File: config.mk
export PLATFORM = sky130hd
export DESIGN_NAME = punc_control
export DESIGN_NICKNAME = d
export VERILOG_FILES = /design/src/rtl/punc_control.sv
export SDC_FILE = /design/constraint.sdc
export NUM_CORES = 1
export LEC_CHECK = 0
export CORE_ASPECT_RATIO = 0.9
export CORE_MARGIN = 1.5
export CORE_UTILIZATION = 35
export DETAILED_ROUTE_END_ITERATION = 10
export MAX_ROUTING_LAYER = met4
export PLACE_DENSITY_LB_ADDON = 0.08
export SLEW_MARGIN = 20
export SYNTH_ARGS = -nofsm -noshare
export SYNTH_HDL_FRONTEND = slang
export SYNTH_SLANG_ARGS = --single-unit
File: constraint.sdc
create_clock -name clk -period 1.5 [get_ports clk]
set_input_delay 0.3 -clock clk [delete_from_list [all_inputs] [get_ports clk]]
set_output_delay 0.3 -clock clk [all_outputs]
set_load 0.02 [all_outputs]
File: src/rtl/punc_control.sv
`default_nettype none
// +----------------------------------------------------------------------------+
// | Module      : punc_control                                                 |
// | Description : Multicycle control FSM for the PUnC LC3 processor. Decodes   |
// |               the instruction register and condition codes into every      |
// |               datapath select and strobe; counts retired instructions.     |
// | Revision    : 1.0  initial release                                         |
// +----------------------------------------------------------------------------+
module punc_control #(
  parameter int HALT_ON_RSVD = 1,
  parameter int CNT_W        = 16
) (
  input  logic             clk,
  input  logic             rst,
  input  logic [15:0]      ir,
  input  logic [2:0]       cond,
  output logic             d_w_en,
  output logic [1:0]       d_r_addr_sel,
  output logic [1:0]       d_w_addr_sel,
  output logic             rf_w_en,
  output logic [1:0]       rf_r_addr_0_sel,
  output logic [1:0]       rf_r_addr_1_sel,
  output logic             rf_w_addr_sel,
  output logic [1:0]       rf_w_data_sel,
  output logic             ir_ld,
  output logic             pc_ld,
  output logic             pc_inc,
  output logic             temp_ld,
  output logic             status_w_en,
  output logic             alu_in_0_sel,
  output logic [2:0]       alu_in_1_sel,
  output logic [1:0]       alu_sel,
  output logic             halted,
  output logic [CNT_W-1:0] instr_count,
  output logic [2:0]       state_dbg
);

  localparam logic [2:0] c_S_FETCH  = 3'd0;
  localparam logic [2:0] c_S_DECODE = 3'd1;
  localparam logic [2:0] c_S_EXEC   = 3'd2;
  localparam logic [2:0] c_S_EXEC2  = 3'd3;
  localparam logic [2:0] c_S_HALT   = 3'd4;

  localparam logic [3:0] c_OP_BR   = 4'b0000;
  localparam logic [3:0] c_OP_ADD  = 4'b0001;
  localparam logic [3:0] c_OP_LD   = 4'b0010;
  localparam logic [3:0] c_OP_ST   = 4'b0011;
  localparam logic [3:0] c_OP_JSR  = 4'b0100;
  localparam logic [3:0] c_OP_AND  = 4'b0101;
  localparam logic [3:0] c_OP_LDR  = 4'b0110;
  localparam logic [3:0] c_OP_STR  = 4'b0111;
  localparam logic [3:0] c_OP_RTI  = 4'b1000;
  localparam logic [3:0] c_OP_NOT  = 4'b1001;
  localparam logic [3:0] c_OP_LDI  = 4'b1010;
  localparam logic [3:0] c_OP_STI  = 4'b1011;
  localparam logic [3:0] c_OP_JMP  = 4'b1100;
  localparam logic [3:0] c_OP_RSVD = 4'b1101;
  localparam logic [3:0] c_OP_LEA  = 4'b1110;
  localparam logic [3:0] c_OP_HALT = 4'b1111;

  localparam logic [1:0] c_MADDR_ALU  = 2'd1;
  localparam logic [1:0] c_MADDR_TEMP = 2'd2;
  localparam logic [1:0] c_R0_BASE    = 2'd2;
  localparam logic [1:0] c_R1_SR2     = 2'd1;
  localparam logic [1:0] c_R1_SR      = 2'd2;
  localparam logic       c_WADDR_R7   = 1'b1;
  localparam logic [1:0] c_WDATA_MEM  = 2'd1;
  localparam logic [1:0] c_WDATA_PC   = 2'd2;
  localparam logic       c_IN0_PC     = 1'b1;
  localparam logic [2:0] c_IN1_IMM5   = 3'd0;
  localparam logic [2:0] c_IN1_OFF6   = 3'd1;
  localparam logic [2:0] c_IN1_PCOFF9 = 3'd2;
  localparam logic [2:0] c_IN1_PCOFF11= 3'd3;
  localparam logic [2:0] c_IN1_RF1    = 3'd4;
  localparam logic [1:0] c_ALU_ADD    = 2'd0;
  localparam logic [1:0] c_ALU_AND    = 2'd1;
  localparam logic [1:0] c_ALU_NOT    = 2'd2;
  localparam logic [1:0] c_ALU_PASS   = 2'd3;

  logic [2:0]       state_q, state_d;
  logic [CNT_W-1:0] count_q, count_d;
  logic [3:0]       w_op;
  logic             w_taken, w_two_phase, w_stops, w_retire;
  logic             w_unused_ir;

  assign w_op        = ir[15:12];
  // cond is {N,Z,P}, lining up bit-for-bit with the n/z/p flags in ir[11:9]
  assign w_taken     = |(ir[11:9] & cond);
  assign w_two_phase = (w_op == c_OP_LDI) || (w_op == c_OP_STI);
  assign w_stops     = (w_op == c_OP_HALT) ||
                       ((HALT_ON_RSVD != 0) && ((w_op == c_OP_RTI) || (w_op == c_OP_RSVD)));
  assign w_retire    = ((state_q == c_S_EXEC) && !w_two_phase) || (state_q == c_S_EXEC2);
  assign w_unused_ir = ^{ir[8:6], ir[4:0]};

  // State register and retired-instruction counter
  always_ff @(posedge clk or negedge rst) begin
    if (!rst) begin
      state_q <= c_S_FETCH;
      count_q <= '0;
    end else begin
      state_q <= state_d;
      count_q <= count_d;
    end
  end

  // Next-state sequencing and counter increment on each instruction's final cycle
  always_comb begin
    state_d = c_S_FETCH;
    count_d = w_retire ? count_q + 1'b1 : count_q;
    case (state_q)
      c_S_FETCH:  state_d = c_S_DECODE;
      c_S_DECODE: state_d = c_S_EXEC;
      c_S_EXEC: begin
        if (w_two_phase)  state_d = c_S_EXEC2;
        else if (w_stops) state_d = c_S_HALT;
        else              state_d = c_S_FETCH;
      end
      c_S_EXEC2:  state_d = c_S_FETCH;
      c_S_HALT:   state_d = c_S_HALT;
      default:    state_d = c_S_FETCH;
    endcase
  end

  // Datapath controls; everything is forced low while reset is asserted
  always_comb begin
    d_w_en = 1'b0; d_r_addr_sel = 2'd0; d_w_addr_sel = 2'd0;
    rf_w_en = 1'b0; rf_r_addr_0_sel = 2'd0; rf_r_addr_1_sel = 2'd0;
    rf_w_addr_sel = 1'b0; rf_w_data_sel = 2'd0;
    ir_ld = 1'b0; pc_ld = 1'b0; pc_inc = 1'b0; temp_ld = 1'b0; status_w_en = 1'b0;
    alu_in_0_sel = 1'b0; alu_in_1_sel = 3'd0; alu_sel = 2'd0;
    if (rst) begin
      case (state_q)
        c_S_FETCH: begin
          ir_ld  = 1'b1;
          pc_inc = 1'b1;
        end
        c_S_EXEC: begin
          case (w_op)
            c_OP_ADD, c_OP_AND: begin
              alu_sel = (w_op == c_OP_AND) ? c_ALU_AND : c_ALU_ADD;
              if (ir[5]) begin
                alu_in_1_sel = c_IN1_IMM5;
              end else begin
                alu_in_1_sel    = c_IN1_RF1;
                rf_r_addr_1_sel = c_R1_SR2;
              end
              rf_w_en = 1'b1; status_w_en = 1'b1;
            end
            c_OP_NOT: begin
              alu_sel = c_ALU_NOT; rf_w_en = 1'b1; status_w_en = 1'b1;
            end
            c_OP_BR: begin
              alu_in_0_sel = c_IN0_PC; alu_in_1_sel = c_IN1_PCOFF9; pc_ld = w_taken;
            end
            c_OP_JMP: begin
              rf_r_addr_0_sel = c_R0_BASE; alu_sel = c_ALU_PASS; pc_ld = 1'b1;
            end
            c_OP_JSR: begin
              // R7 captures the already-incremented PC on the same edge the PC reloads
              rf_w_en = 1'b1; rf_w_addr_sel = c_WADDR_R7; rf_w_data_sel = c_WDATA_PC; pc_ld = 1'b1;
              if (ir[11]) begin
                alu_in_0_sel = c_IN0_PC; alu_in_1_sel = c_IN1_PCOFF11;
              end else begin
                rf_r_addr_0_sel = c_R0_BASE; alu_sel = c_ALU_PASS;
              end
            end
            c_OP_LD, c_OP_LEA: begin
              alu_in_0_sel = c_IN0_PC; alu_in_1_sel = c_IN1_PCOFF9;
              rf_w_en = 1'b1; status_w_en = 1'b1;
              if (w_op == c_OP_LD) begin
                d_r_addr_sel = c_MADDR_ALU; rf_w_data_sel = c_WDATA_MEM;
              end
            end
            c_OP_LDR: begin
              rf_r_addr_0_sel = c_R0_BASE; alu_in_1_sel = c_IN1_OFF6;
              d_r_addr_sel = c_MADDR_ALU; rf_w_en = 1'b1; rf_w_data_sel = c_WDATA_MEM;
              status_w_en = 1'b1;
            end
            c_OP_ST: begin
              alu_in_0_sel = c_IN0_PC; alu_in_1_sel = c_IN1_PCOFF9;
              d_w_addr_sel = c_MADDR_ALU; rf_r_addr_1_sel = c_R1_SR; d_w_en = 1'b1;
            end
            c_OP_STR: begin
              rf_r_addr_0_sel = c_R0_BASE; alu_in_1_sel = c_IN1_OFF6;
              d_w_addr_sel = c_MADDR_ALU; rf_r_addr_1_sel = c_R1_SR; d_w_en = 1'b1;
            end
            c_OP_LDI, c_OP_STI: begin
              // First hop: fetch the pointer word into TEMP
              alu_in_0_sel = c_IN0_PC; alu_in_1_sel = c_IN1_PCOFF9;
              d_r_addr_sel = c_MADDR_ALU; temp_ld = 1'b1;
            end
            default: ;
          endcase
        end
        c_S_EXEC2: begin
          if (w_op == c_OP_STI) begin
            d_w_addr_sel = c_MADDR_TEMP; rf_r_addr_1_sel = c_R1_SR; d_w_en = 1'b1;
          end else begin
            d_r_addr_sel = c_MADDR_TEMP; rf_w_en = 1'b1; rf_w_data_sel = c_WDATA_MEM;
            status_w_en = 1'b1;
          end
        end
        default: ;
      endcase
    end
  end

  assign halted      = (state_q == c_S_HALT);
  assign instr_count = count_q;
  assign state_dbg   = state_q;

endmodule
`default_nettype wire

Yosys cells after proc, flatten, opt, wreduce, memory -nomap -nowiden:

Cells that the tools add are included.

* bitwise logic cells: 1
* add/subtract/negate cells: 1
* equal/unequal tests: 19
* muxes and demuxes: 60
* reduce and logical (&&, ||, !) cells: 20

Operators by type and width (count)
* equality test 4 bit (second input constant): 8
* 2-to-1 mux 1 bit: 26
* 2-to-1 mux 2 bit: 13
* one-hot mux 2 bit (2 select lines): 6
* one-hot mux 3 bit (4 select lines): 2
* adder 16 x 1 -> 16 bit (second input constant): 1
* equality test 4 x 3 -> 1 bit (second input constant): 4
* 2-to-1 mux 3 bit: 5
* one-hot mux 1 bit (2 select lines): 6
* OR reduction 2 bit: 6
* OR reduction 6 bit: 2
* OR reduction 3 bit: 3
* equality test 4 x 2 -> 1 bit (second input constant): 2
* one-hot mux 2 bit (4 select lines): 1
* OR reduction 7 bit: 1
* equality test 3 x 2 -> 1 bit (second input constant): 2
* one-hot mux 2 bit (3 select lines): 1
* equality test 4 x 1 -> 1 bit (second input constant): 1
* logical NOT 4 bit: 1
* logical OR 1 bit: 4
* AND 3 bit: 1
* equality test 3 x 1 -> 1 bit (second input constant): 1
* equality test 3 bit (second input constant): 1
* logical NOT 3 bit: 1
* other kinds (2): 2

* bits of input ports: 21
* output and inout port bits: 44
* logic and storage cells: 103
* flip-flop bits (word level): 19

Logic depth before layout (Yosys ltp):

* depth after elaboration: 6
* depth in mapped cells: 6

Least setup slack after synthesis:

Ideal clock, no wire load.

* path type: register -> output
* start point: register state_q[1] (netlist: state_dbg[1])
* end point: output port rf_r_addr_1_sel[0]
* data arrival time: 1979 ps
* path slack: -779 ps
* cell stages (with the launch flop): 7
* path buffers: 2
* path through: dfrtp_1 > buf_2 > nand3b_1 > nor2_1 > nand2_1 > nor3_1 > buf_4

* cells in the longest elaborated chain, start to end: 3
* elaborated cells between the ends (all ways): 4
* those cells by class: 2 x eq/ne; 2 x mux

Ends and longest elaborated chain
* from (decl): RTL line 80 `logic [2:0] state_q, state_d;`
* from (signal assigned): RTL line 98 `state_q <= c_S_FETCH;`
* from (signal assigned): RTL line 101 `state_q <= state_d;`
* equality test 3 x 2 -> 1 bit: RTL line 132 `case (state_q)`
* one-hot mux 2 bit (2 select lines) (*): RTL line 132
* 2-to-1 mux 2 bit (*): RTL line 131 `if (rst) begin`
* to (decl): RTL line 22 `output logic [1:0] rf_r_addr_1_sel,`

Every way passes the cells marked *; elsewhere a longest branch is shown, timed or not.

Worst setup path after layout:

* start point: register state_q[2] (netlist: state_dbg[2])
* end point: output port alu_in_1_sel[0]

* cells in the longest elaborated chain, start to end: 3

Ends and longest elaborated chain
* equality test 3 x 2 -> 1 bit: RTL line 132
* 2-to-1 mux 3 bit: RTL line 132
* 2-to-1 mux 3 bit: RTL line 131
* to (decl): RTL line 31 `output logic [2:0] alu_in_1_sel,`

Every way passes these cells.

==> impl_metrics.ini <==
[status]
status = complete, but fails checks
failed_checks = negative setup slack

[sta]
finalHoldViolCount = 0
slew_violations = 0
period_needed_ns = 1.92
holdWs_ns = 0.177
finalSetupViolations = 36
grt_setup_unrepaired = yes
period_share = 1.28
max_freq_ghz = 0.520
fin_skew_ns = 0.00479
tns_ns = -9.79
setup_ws_ns = -0.422

[grt]
grt_usage = 0.250
grt_max_degree = 22
grt_overflow = 0
grt_first_pass_wirelength_um = 7160
antenna_found_initial = 0
grt_pass1_vias = 1527

[synthesis]
synth_commonest_cells = dfrtp_1 (19), nor2_1 (15), nand2_1 (14)
yosysMostFrequentCell = dfrtp_1
ys_warn_count = 0
syn_nets = 166
synth_top_area_frac = 0.387
seq_area_frac_synth = 0.387
synth_area_leaders = dfrtp_1 (39%), xnor2_1 (8.5%), nor2_1 (4.6%)
synth_top_area_cell = dfrtp_1
netlist_instances = 144
synth_edf_count = 0
synth_seq_cells = 19
synthArstFlopShare = 1.00
mappedNetlistArea_mm2 = 0.00123
synth_ff_type = dfrtp_1
postSynthAreaPerCell_um2 = 8.54
synth_cell_types = 37

[placement]
place_congestion = 0.869
dp_hpwl_um = 2900
port_buffers = 55
place_ws_ns = -1.06

[power_and_ir_drop]
power.total_mw = 3.04
power.leakage_nw = 1.20
power.density_mw_per_mm2 = 1150
peakVddDrop_v = 0.00133

[route]
wl_per_cell_um = 16.1
via_per_inst = 5.18
first_pass_iters = 4
drtIter0Drc = 40
dr_total_vias = 1529
post-route-drc-count = 0
wirelength_um = 4760
final_antenna_net_count = 0

[setup_path]
path_buf_inv = 2
critPathLaunchType = flop
cp.arrival_ns = 1.62
cp_common_cell = buf_4
startpoint = state_dbg[2]
critPathCaptureType = primary output
crit_chain = nand3b_1 -> buf_4 -> nor4_4 -> buf_4
path_delay_family = simple AND/OR/NAND/NOR gates
crit_fanout = 7
r2r_start = state_dbg[0]
r2r_cells = 8
worst_path_largest_cell_delay_ns = 0.41
required_ns = 1.20
cp_slowest_cell = dfrtp_2
cp_num_cells = 4
worstSetupPathType = flop to primary output

[floorplanning]
num_rows = 20
io_pins = 65
die_x_um = 65.5
die_h_um = 59.2
dieArea_mm2 = 0.00388
initial_core_util = 0.364
coreArea_mm2 = 0.00338

[final_layout]
antennaDiodeCount = 0
multi_input_area_mm2 = 0.00103
regArea_um2 = 479
final_layout_size_suffix_gt1_frac = 0.554
area_growth_pct = 116
utilization = 0.785
fin_nets = 274
fillers = 226

[run]
cap_violations = 0

[clocking]
clk_pin_slew_ns = 0.07
cts_hold_buf = 0
clock_path_buffers = 2
cts_tree = done
numClockSinks = 19
numCtsBuffers = 3
htreeDepth = 1
clock-root-buffer = clkbuf_8
clk_latency_ns = 0.26

[worst_hold_path]
hp-class = input port to asynchronous set/reset pin
==> kinds of logic (layout without fill, tap and decap cells) <==
family	Yosys count	in the layout	synth area share
AND/OR/NAND/NOR	72	72	0.322
XOR/XNOR	15	15	0.107
buffers and inverters	13	120	0.0519
adder cells (fa/ha/maj)	1	1	0.0102
other	1	1	0.00305
multiplexers	1	1	0.00915
AO/OA/AOI/OAI	22	22	0.110
flip-flops	19	19	0.387
==> path summary, 6_finish.rpt <==
check | to | slack, ns
max | alu_in_1_sel[0] | -0.42
min | instr_count[10] | 0.18
max reg2reg | instr_count[7] | -0.25
min reg2reg | instr_count[15] | 0.50
max in group asynchronous | state_dbg[2] | 1.14
min in group clk | instr_count[15] | 0.50
==> metal layers <==
metal  global-route usage  vias to the layer above  routed length (um)
li1                     -                      715                   -
met1                0.327                      749                2110
met2                0.394                       55                2370
met3               0.0570                       10                 234
met4               0.0685                        0                  47
met5                    -                        -                   0
==> metrics by stage <==
step	instance area, um2	std cells
2_1_floorplan	1360	144
3_3_place_gp	2210	274
3_5_place_dp	2210	274
4_1_cts	2530	290
5_1_grt	2650	295
6_report	2650	295
==> registers in the layout, indices dropped and copies added, names as in the netlist <==
| signal | cells |
|---|---|
| state_dbg | 3 |
| instr_count | 16 |
==> final cells by class <==
cell class | instances | area share
multi-input combinational | 112 | 0.387
timing repair buffer | 112 | 0.387
clock buffer | 4 | 0.0170
tap | 44 | 0.0208
inverter | 4 | 0.00661
sequential | 19 | 0.181
==> timing repair <==
item / CTS / global route
endpoints found under the setup margin: 59 / 41
buffers inserted: 12 / 8
gates resized for setup: 229 / 23
gates cloned: 1 / 0
pin swaps: 31 / 19
==> report_power, final <==
part           total, mW  switching [mW]  internal [mW]
registers          0.773           0.139          0.634
logic               1.91           0.978          0.928
clock network      0.356           0.167          0.189
total               3.04            1.28           1.75
==> cells in the final DEF (no fill, tap or decap), types with 3 or more instances in the layout <==
cell type        netlist  routed
a21oi_1                8       7
nand2_2                0       4
nor3_4                 0       3
nand2_1               14       8
dfrtp_2                0       3
buf_6                  0      30
dfrtp_1               19      16
nor3_2                 0       4
clkbuf_8               0       3
clkdlybuf4s50_1        0       6
dlygate4sd2_1          0      20
nand4_1                5       5
inv_1                  4       3
nor2_4                 0       7
nor2_1                15       6
nor3_1                11       4
xnor2_1               12      11
buf_4                  3      47
buf_2                  3       4
Power figures use the tool's default switching activity.
